`config.mk`:
```
export PLATFORM = sky130hd
export DESIGN_NAME = vga_sync_receiver_640x480
export DESIGN_NICKNAME = d
export VERILOG_FILES = /design/src/rtl/vga_sync_receiver_640x480.sv
export SDC_FILE = /design/constraint.sdc
export NUM_CORES = 1
export LEC_CHECK = 0
export ABC_AREA = 1
export BUFFER_PORTS_ARGS = -buffer_cell sky130_fd_sc_hd__buf_2
export CAP_MARGIN = 20
export CORE_AREA = 8 8 130 132
export DETAILED_ROUTE_END_ITERATION = 10
export DIE_AREA = 0 0 138 140
export SLEW_MARGIN = 10
export SYNTH_ARGS = -nofsm -noshare
export SYNTH_HDL_FRONTEND = slang
export SYNTH_SLANG_ARGS = --single-unit
```
`constraint.sdc`:
```
create_clock -name clk_pix -period 2.93 [get_ports clk_pix]
set_input_delay 0.586 -clock clk_pix [delete_from_list [all_inputs] [get_ports clk_pix]]
set_output_delay 0.586 -clock clk_pix [all_outputs]
set_load 0.005 [all_outputs]
```
`src/rtl/vga_sync_receiver_640x480.sv`:
```
// Receive-side 640x480@60 VGA timing tracker: validates hsync/vsync geometry, locks, regenerates hcount/vcount.
// Optional measurement outputs are compiled in when VGA_RX_MEAS_EN is defined.
module vga_sync_receiver_640x480 #(
    parameter int H_VISIBLE   = 640,
    parameter int H_FP        = 16,
    parameter int H_SYNC      = 96,
    parameter int H_BP        = 48,
    parameter int V_VISIBLE   = 480,
    parameter int V_FP        = 10,
    parameter int V_SYNC      = 2,
    parameter int V_BP        = 33,
    parameter int LOCK_LINES  = 8,
    parameter int UNLOCK_ERRS = 3
) (
    input  logic        clk_pix,
    input  logic        rst_pix_n,
    input  logic        hsync_n_in,
    input  logic        vsync_n_in,
    output logic [9:0]  hcount,
    output logic [9:0]  vcount,
    output logic        active_video,
    output logic        h_locked,
    output logic        locked,
    output logic        line_err,
`ifdef VGA_RX_MEAS_EN
    output logic        frame_err,
    output logic [11:0] meas_h_total,
    output logic [7:0]  meas_h_sync,
    output logic [10:0] meas_v_total,
    output logic        meas_valid
`else
    output logic        frame_err
`endif
);

    localparam int H_TOTAL = H_VISIBLE + H_FP + H_SYNC + H_BP;
    localparam int V_TOTAL = V_VISIBLE + V_FP + V_SYNC + V_BP;

    localparam logic [9:0]  H_ALIGN     = 10'(H_VISIBLE + H_FP);
    localparam logic [9:0]  V_ALIGN     = 10'(V_VISIBLE + V_FP);
    localparam logic [9:0]  H_LAST      = 10'(H_TOTAL - 1);
    localparam logic [9:0]  V_LAST      = 10'(V_TOTAL - 1);
    localparam logic [9:0]  H_VIS       = 10'(H_VISIBLE);
    localparam logic [9:0]  V_VIS       = 10'(V_VISIBLE);
    localparam logic [11:0] PER_GOOD    = 12'(H_TOTAL);
    localparam logic [11:0] PER_TIMEOUT = 12'(2 * H_TOTAL);
    localparam logic [7:0]  LOW_GOOD    = 8'(H_SYNC);
    localparam logic [10:0] LINES_GOOD  = 11'(V_TOTAL);
    localparam logic [7:0]  GOOD_LAST   = 8'(LOCK_LINES - 1);
    localparam logic [7:0]  ERR_LAST    = 8'(UNLOCK_ERRS - 1);

    typedef enum logic [1:0] {SEARCH, H_LOCKED, V_ACQ, LOCKED} state_t;

    state_t      state_q, state_d;
    logic        hs_hist_q, vs_hist_q;
    logic [11:0] per_cnt_q, per_cnt_d;
    logic [7:0]  low_cnt_q, low_cnt_d;
    logic [7:0]  low_w_q, low_w_d;
    logic [10:0] line_cnt_q, line_cnt_d;
    logic [7:0]  good_cnt_q, good_cnt_d;
    logic [7:0]  err_cnt_q, err_cnt_d;
    logic [9:0]  hcount_q, hcount_d;
    logic [9:0]  vcount_q, vcount_d;
    logic        line_err_q, line_err_d;
    logic        frame_err_q, frame_err_d;

    logic hs_fall, hs_rise, vs_fall;
    logic good_line, bad_line, timeout;

    assign hs_fall   = hs_hist_q & ~hsync_n_in;
    assign hs_rise   = ~hs_hist_q & hsync_n_in;
    assign vs_fall   = vs_hist_q & ~vsync_n_in;
    assign good_line = hs_fall && (per_cnt_q == PER_GOOD) && (low_w_q == LOW_GOOD);
    assign bad_line  = hs_fall && !good_line;
    assign timeout   = !hs_fall && (per_cnt_q >= PER_TIMEOUT);

    always_ff @(posedge clk_pix or negedge rst_pix_n) begin
        if (!rst_pix_n) begin
            state_q     <= SEARCH;
            hs_hist_q   <= 1'b1;
            vs_hist_q   <= 1'b1;
            per_cnt_q   <= '0;
            low_cnt_q   <= '0;
            low_w_q     <= '0;
            line_cnt_q  <= '0;
            good_cnt_q  <= '0;
            err_cnt_q   <= '0;
            hcount_q    <= '0;
            vcount_q    <= '0;
            line_err_q  <= 1'b0;
            frame_err_q <= 1'b0;
        end else begin
            state_q     <= state_d;
            hs_hist_q   <= hsync_n_in;
            vs_hist_q   <= vsync_n_in;
            per_cnt_q   <= per_cnt_d;
            low_cnt_q   <= low_cnt_d;
            low_w_q     <= low_w_d;
            line_cnt_q  <= line_cnt_d;
            good_cnt_q  <= good_cnt_d;
            err_cnt_q   <= err_cnt_d;
            hcount_q    <= hcount_d;
            vcount_q    <= vcount_d;
            line_err_q  <= line_err_d;
            frame_err_q <= frame_err_d;
        end
    end

    always_comb begin
        state_d     = state_q;
        good_cnt_d  = good_cnt_q;
        err_cnt_d   = err_cnt_q;
        line_err_d  = 1'b0;
        frame_err_d = 1'b0;
        hcount_d    = hcount_q;
        vcount_d    = vcount_q;

        per_cnt_d = hs_fall ? 12'd1 : ((per_cnt_q == 12'hFFF) ? per_cnt_q : per_cnt_q + 12'd1);
        low_cnt_d = low_cnt_q;
        if (!hsync_n_in)
            low_cnt_d = hs_fall ? 8'd1 : ((low_cnt_q == 8'hFF) ? low_cnt_q : low_cnt_q + 8'd1);
        low_w_d = hs_rise ? low_cnt_q : low_w_q;

        // An hsync fall coincident with the vsync fall belongs to the new frame
        line_cnt_d = line_cnt_q;
        if (vs_fall)
            line_cnt_d = hs_fall ? 11'd1 : 11'd0;
        else if (hs_fall && line_cnt_q != 11'h7FF)
            line_cnt_d = line_cnt_q + 11'd1;

        case (state_q)
            SEARCH: begin
                if (good_line) begin
                    good_cnt_d = good_cnt_q + 8'd1;
                    if (good_cnt_q >= GOOD_LAST)
                        state_d = H_LOCKED;
                end else if (bad_line) begin
                    good_cnt_d = '0;
                end
            end
            H_LOCKED: begin
                if (bad_line || timeout)
                    state_d = SEARCH;
                else if (vs_fall)
                    state_d = V_ACQ;
            end
            V_ACQ: begin
                if (bad_line || timeout)
                    state_d = SEARCH;
                else if (vs_fall && line_cnt_q == LINES_GOOD)
                    state_d = LOCKED;
            end
            LOCKED: begin
                if (timeout) begin
                    state_d = SEARCH;
                end else begin
                    if (bad_line) begin
                        line_err_d = 1'b1;
                        if (err_cnt_q >= ERR_LAST)
                            state_d = SEARCH;
                        else
                            err_cnt_d = err_cnt_q + 8'd1;
                    end else if (good_line) begin
                        err_cnt_d = '0;
                    end
                    // Line check is resolved first so an unlock to SEARCH wins over a frame error
                    if (state_d == LOCKED && vs_fall && line_cnt_q != LINES_GOOD) begin
                        frame_err_d = 1'b1;
                        state_d     = V_ACQ;
                    end
                end
            end
            default: state_d = SEARCH;
        endcase

        if (state_d == SEARCH) begin
            if (state_q != SEARCH)
                good_cnt_d = '0;
            line_cnt_d = '0;
        end
        if (state_d != LOCKED)
            err_cnt_d = '0;

        if (state_d == SEARCH) begin
            hcount_d = '0;
            vcount_d = '0;
        end else begin
            hcount_d = hs_fall ? H_ALIGN : ((hcount_q == H_LAST) ? 10'd0 : hcount_q + 10'd1);
            if (vs_fall)
                vcount_d = V_ALIGN;
            else if (!hs_fall && hcount_q == H_LAST)
                vcount_d = (vcount_q == V_LAST) ? 10'd0 : vcount_q + 10'd1;
        end
    end

    assign hcount       = hcount_q;
    assign vcount       = vcount_q;
    assign h_locked     = (state_q != SEARCH);
    assign locked       = (state_q == LOCKED);
    assign active_video = locked && (hcount_q < H_VIS) && (vcount_q < V_VIS);
    assign line_err     = line_err_q;
    assign frame_err    = frame_err_q;

`ifdef VGA_RX_MEAS_EN
    logic [11:0] meas_h_total_q;
    logic [7:0]  meas_h_sync_q;
    logic [10:0] meas_v_total_q;
    logic        meas_valid_q;

    always_ff @(posedge clk_pix or negedge rst_pix_n) begin
        if (!rst_pix_n) begin
            meas_h_total_q <= '0;
            meas_h_sync_q  <= '0;
            meas_v_total_q <= '0;
            meas_valid_q   <= 1'b0;
        end else begin
            if (hs_fall) begin
                meas_h_total_q <= per_cnt_q;
                meas_h_sync_q  <= low_w_q;
            end
            if (vs_fall) begin
                meas_v_total_q <= line_cnt_q;
                meas_valid_q   <= 1'b1;
            end
        end
    end

    assign meas_h_total = meas_h_total_q;
    assign meas_h_sync  = meas_h_sync_q;
    assign meas_v_total = meas_v_total_q;
    assign meas_valid   = meas_valid_q;
`endif

endmodule

```
* Yosys cells after proc, flatten, opt, wreduce, memory -nomap -nowiden
Index checks and enable logic that the tools add are counted.
Operators by class: mux-type cells 45, bitwise logic cells 6, reduce and logical (&&, ||, !) cells 23, equal/unequal tests 18, add/sub/neg operators 7, order comparisons 5
Operator list (number):
- 2-to-1 mux 8 bit | 13
- 2-to-1 mux 10 bit | 7
- 2-to-1 mux 11 bit | 3
- adder 8 x 1 -> 8 bit, second input constant | 3
- 2-to-1 mux 12 bit | 2
- 2-to-1 mux 2 bit | 12
- adder 10 x 1 -> 10 bit, second input constant | 2
- equality test 10 bit, second input constant | 2
- adder 12 x 1 -> 12 bit, second input constant | 1
- equality test 12 x 10 -> 1 bit, second input constant | 1
- equality test 12 bit, second input constant | 1
- >= comparator 12 x 11 -> 1 bit, second input constant | 1
- adder 11 x 1 -> 11 bit, second input constant | 1
- equality test 11 x 10 -> 1 bit, second input constant | 1
- logical AND 1 bit | 11
- inequality test 11 x 10 -> 1 bit, second input constant | 1
- inequality test 11 bit, second input constant | 1
- less-than comparator 10 bit, second input constant | 1
- less-than comparator 10 x 9 -> 1 bit, second input constant | 1
- nonzero test 3 bit | 3
- equality test 8 x 7 -> 1 bit, second input constant | 1
- equality test 8 bit, second input constant | 1
- >= comparator 8 x 2 -> 1 bit, second input constant | 1
- >= comparator 8 x 3 -> 1 bit, second input constant | 1
- 15 further kinds | 32
Storage, ports and cells: input port bits 4, bits in registers 81

* Logic depth before layout (Yosys ltp)
word-level depth 18, gate-level depth with buffers 13, mapped depth without buffers 12

* Least setup slack after synthesis
No wires, ideal clock.
path type in2reg, start input port vsync_n_in, end register vcount_q[3] (netlist: vcount[3]), cell stages on the path 11, path buffers 2, data arrival time 1.778 ns, path slack 1.032 ns, cells stage by stage or2_1 buf_2 inv_2 nand2_1 nand3_1 nand2_1 nor2_4 nand2_8 buf_4 nand4_1 nand2_1
Between the ends: longest elaborated chain between the ends 9
Ends and longest elaborated chain:
- start: declaration | RTL line 18 | input logic vsync_n_in,
- NOT 1 bit * | RTL line 72 | assign vs_fall = vs_hist_q & ~vsync_n_in;
- AND 1 bit * | RTL line 72
- logical AND 1 bit (2 in a row) | RTL line 167 | if (state_d == LOCKED && vs_fall && line_cnt_q != LINES_GOOD) begin
- 2-to-1 mux 2 bit | RTL line 167
- 2-to-1 mux 2 bit | RTL line 154 | if (timeout) begin
- case mux 2 bit (4 select lines) | RTL line 131 | case (state_q)
- logical NOT 2 bit | RTL line 184 | if (state_d == SEARCH) begin
- nonzero test 3 bit (no line) or 2-to-1 mux 10 bit (tied branches)
- end signal: assignment | RTL line 103 | vcount_q <= vcount_d;
- end: declaration | RTL line 63 | logic [9:0] vcount_q, vcount_d;
Every way passes the cells marked *; elsewhere a longest branch is shown, timed or not. A chain may end at the register's enable or synchronous reset.

* Worst setup path after layout
start register hcount_q[0] (netlist: hcount[0]), end register vcount_q[9] (netlist: vcount[9])
Between the ends: longest elaborated chain between the ends 3
Ends and longest elaborated chain:
- start: declaration | RTL line 62 | logic [9:0] hcount_q, hcount_d;
- start signal: assignment | RTL line 102 | hcount_q <= hcount_d;
- equality test 10 bit | RTL line 191 | else if (!hs_fall && hcount_q == H_LAST)
- logical AND 1 bit | RTL line 191
- nonzero test 3 bit (no line)
No other way between the ends.

==> run summary <==
=====================================================================================
Cell variety after synth ...............................................           42
Setup repair after global routing missed its margin ....................           no
Synthesized instance count .............................................          558
Number of global-route vias before repair ..............................         3531
Maximum net fanout on the critical path ................................           15
Total track usage ......................................................       0.1035
Layout Skew ............................................................  0.005490 ns
Total of warnings raised by yosys ......................................            0
Number of nets in the layout ...........................................          607
Post-route DRC violation count .........................................            0
Effective utilization at floorplan .....................................       0.2954
Clock insertion delay at the later pin of the skew report ..............      0.34 ns
Hold Fails Final Rpt ...................................................            0
Critical Path AT .......................................................      2.45 ns
Drt pass-1 iters .......................................................            5
Number of post-CTS setup repair buffers ................................            0
Flip-flop and latch count after synthesis ..............................           81
Number of enable flip-flop cells after synthesis .......................            0
Detailed Route WL ......................................................     9.606 mm
Die Area ...............................................................   19320 um^2
Startpoint type of the worst setup path ................................     register
Number of resized instances in the post-cts repair step ................            0
Cell row count .........................................................           45
Final estimated routing congestion in global placement .................       0.7768
Actual slew at the worst max-slew pin ..................................    0.4645 ns
Iter 0 DRT Violations ..................................................          236
Psw ....................................................................     581.0 uW
Clock root buffer ......................................................    clkbuf_16
Area of the placeable core .............................................   14860 um^2
CTS tree ...............................................................        built
Overall die width ......................................................       138 um
TritonCTS Buffers ......................................................            9
Final core utilization .................................................       0.3382
Switching part of the total power ......................................       0.2426
Post-detailed-route wirelength per cell ................................     12.24 um
Number of vias in the routed layout ....................................         3684
Sequential cell area fraction in the yosys report ......................       0.4622
Worst slew margin ......................................................       0.6892
Leakage Power ..........................................................  0.002320 uW
Gr ovfl total ..........................................................            0
Largest net degree at the start of global routing ......................           48
Post-route worst hold slack ............................................    0.1989 ns
Global-route wire length before repair .................................     16.79 mm
Worst vdd rail ir drop .................................................    0.3110 mV
H-tree depth ...........................................................            3
Fraction of registers with async set or reset after synthesis ..........        1.000
Die Height .............................................................       140 um
Type of the tightest min-delay check ...................................     in2async
Total Power ............................................................      2395 uW
Register share of total power ..........................................        0.499
Required time reported for the critical path endpoint ..................      3.15 ns
Antenna-violating nets left ............................................            0
Fraction of power consumed by combinational cells ......................        0.073
Quantity of hold-fixing buffers added after cts ........................            0
Number of maximum-capacitance constraint violations ....................            0
Dpl hpwl ...............................................................     7.021 mm
Critical path class ....................................................      reg2reg
Post-synth top flop ....................................................      dfrtp_1
PortBufs ...............................................................           28
Placed instance area ...................................................    4760 um^2
Maximum achievable frequency ...........................................    447.8 MHz
Fraction of power consumed by the clock network ........................        0.428
Category of the worst setup path capture point .........................     register
Total number of clock tree sinks .......................................           81
Number of slew-limit violations in the final report ....................            0
Syn Area/Cell ..........................................................   7.868 um^2
# fillers ..............................................................         1546
Number of diodes .......................................................            0
Area of the mapped netlist .............................................    4390 um^2
Clock Path Buffers .....................................................            2
Final design instance area without fill ................................    5027 um^2
Period Utilization, post-route .........................................       0.7621
Initial antenna violation count ........................................            0
Clock-pin slew of the registers on the worst-case setup and hold paths .      0.06 ns
Post-DR vias/cell ......................................................        4.693
Final setup viols ......................................................            0
Sum Neg Setup Slack ....................................................         0 ns
Num ports ..............................................................           29
Final worst path period need ...........................................     2.233 ns
Post-synth net total ...................................................          573
Area growth, synth to finish ...........................................       14.51%
Internal Dissipation ...................................................      1814 uW
Run status ............................................................. finished, final reports clean
Power Density .......................................................... 476.4 nW/um^2
Layout cell share with drive strength beyond 1 .........................       0.1189
=====================================================================================
through the flow:
| stage | setup WS, ns | cells |
|---|---|---|
| after CTS | 0.7367 | 785 |
| after detailed placement | 0.6313 | 769 |
| after global placement | 0.6706 | 769 |
| after floorplan | 1.032 | 558 |
| after global routing | 0.5242 | 785 |
| final | 0.6970 | 785 |
logic make-up after synthesis:
| family | count (synthesis) | share of synthesized area |
|---|---|---|
| xor gates and xnor gates | 20 | 0.03990 |
| AOI/OAI and AO/OA | 64 | 0.07923 |
| and+or+nand+nor | 296 | 0.3052 |
| DFF | 81 | 0.4622 |
| adders and majority gates | 11 | 0.03135 |
| buffers and inverters | 83 | 0.07495 |
| muxes | 3 | 0.007125 |
layout by cell type (no fill, tap or decap), types with 6 or more instances in the layout:
| cell | count |
|---|---|
| a21oi_1 | 22 |
| buf_2 | 27 |
| clkbuf_16 | 9 |
| dfrtp_1 | 79 |
| ha_1 | 11 |
| inv_1 | 68 |
| inv_2 | 6 |
| nand2_1 | 110 |
| nand3_1 | 34 |
| nand4_1 | 19 |
| nor2_1 | 83 |
| nor3_1 | 24 |
| o21ai_0 | 34 |
| xor2_1 | 17 |
critical path, stage by stage (launching register included):
cell	delay, ns
dfrtp_1	0.42
ha_1	0.23
nand2_1	0.07
nor2_1	0.24
nand4_1	0.30
nor2_2	0.29
inv_2	0.16
nor2_1	0.14
xor2_1	0.20
nor3_2	0.06
final cells by class:
type / count / area, um^2 / share of cell area
flip-flops and latches: 81 / 2029 / 0.4037
clock inverters: 3 / 17.52 / 0.003484
repair buffers: 32 / 185.2 / 0.03683
clock buffers: 13 / 250.2 / 0.04978
well taps: 188 / 235.2 / 0.04679
inverters: 74 / 277.8 / 0.05525
multi-input cells: 394 / 2032 / 0.4042
path summary, 6_finish.rpt:
check                                 from         end  slack, ns  cells after the start
worst min-delay path             rst_pix_n   vcount[7]       0.20                      1
worst max-delay path             hcount[0]   vcount[9]       0.70                      9
max in group asynchronous        rst_pix_n   hs_hist_q       2.09                      2
worst min register to register  low_w_q[1]  low_w_q[1]       0.49                      2
worst max register to register   hcount[0]   vcount[9]       0.70                      9
min in group clk_pix            vsync_n_in   vs_hist_q       0.36                      1
power by group through the flow:
| stage | logic [uW] | clock network [uW] | registers, uW |
|---|---|---|---|
| finish | 175 | 1030 | 1190 |
| global route | 211 | 1110 | 1200 |
| CTS | 180 | 1060 | 1190 |
| detailed placement | 178 | 0 | 1210 |
| global placement | 176 | 0 | 1210 |
| floorplan | 117 | 0 | 1210 |
routing by layer:
layer  GRT usage  vias to the layer above  share of wire
li1            -                     1879              -
met1      0.1391                     1727           0.51
met2      0.1539                       67           0.43
met3     0.02772                       11          0.045
met4     0.04176                        0          0.018
met5           0                        -              0
Yosys cell counts (2+ instances only):
| cell | count | area, um^2 |
|---|---|---|
| a21oi_1 | 22 | 110.1 |
| a21oi_2 | 2 | 17.52 |
| buf_2 | 2 | 10.01 |
| buf_4 | 2 | 15.01 |
| clkbuf_1 | 3 | 11.26 |
| dfrtp_1 | 79 | 1977 |
| dfstp_2 | 2 | 52.55 |
| ha_1 | 11 | 137.6 |
| inv_1 | 68 | 255.2 |
| inv_2 | 6 | 22.52 |
| mux2i_1 | 2 | 20.02 |
| nand2_1 | 110 | 412.9 |
| nand3_1 | 34 | 170.2 |
| nand3_2 | 3 | 30.03 |
| nand4_1 | 19 | 118.9 |
| nor2_1 | 83 | 311.6 |
| nor2_2 | 4 | 25.02 |
| nor3_1 | 24 | 120.1 |
| nor3b_1 | 4 | 30.03 |
| nor4_1 | 5 | 31.28 |
| o21ai_0 | 34 | 170.2 |
| xnor2_1 | 3 | 26.28 |
| xor2_1 | 17 | 148.9 |
flip-flops by register name (all words and copies together), names as in the netlist:
| name | cells |
|---|---|
| err_cnt_q | 8 |
| frame_err | 1 |
| good_cnt_q | 8 |
| hcount | 10 |
| hs_hist_q | 1 |
| line_cnt_q | 11 |
| line_err | 1 |
| low_cnt_q | 8 |
| low_w_q | 8 |
| per_cnt_q | 12 |
| state_q | 2 |
| vcount | 10 |
| vs_hist_q | 1 |
Power figures use the tool's default switching activity.
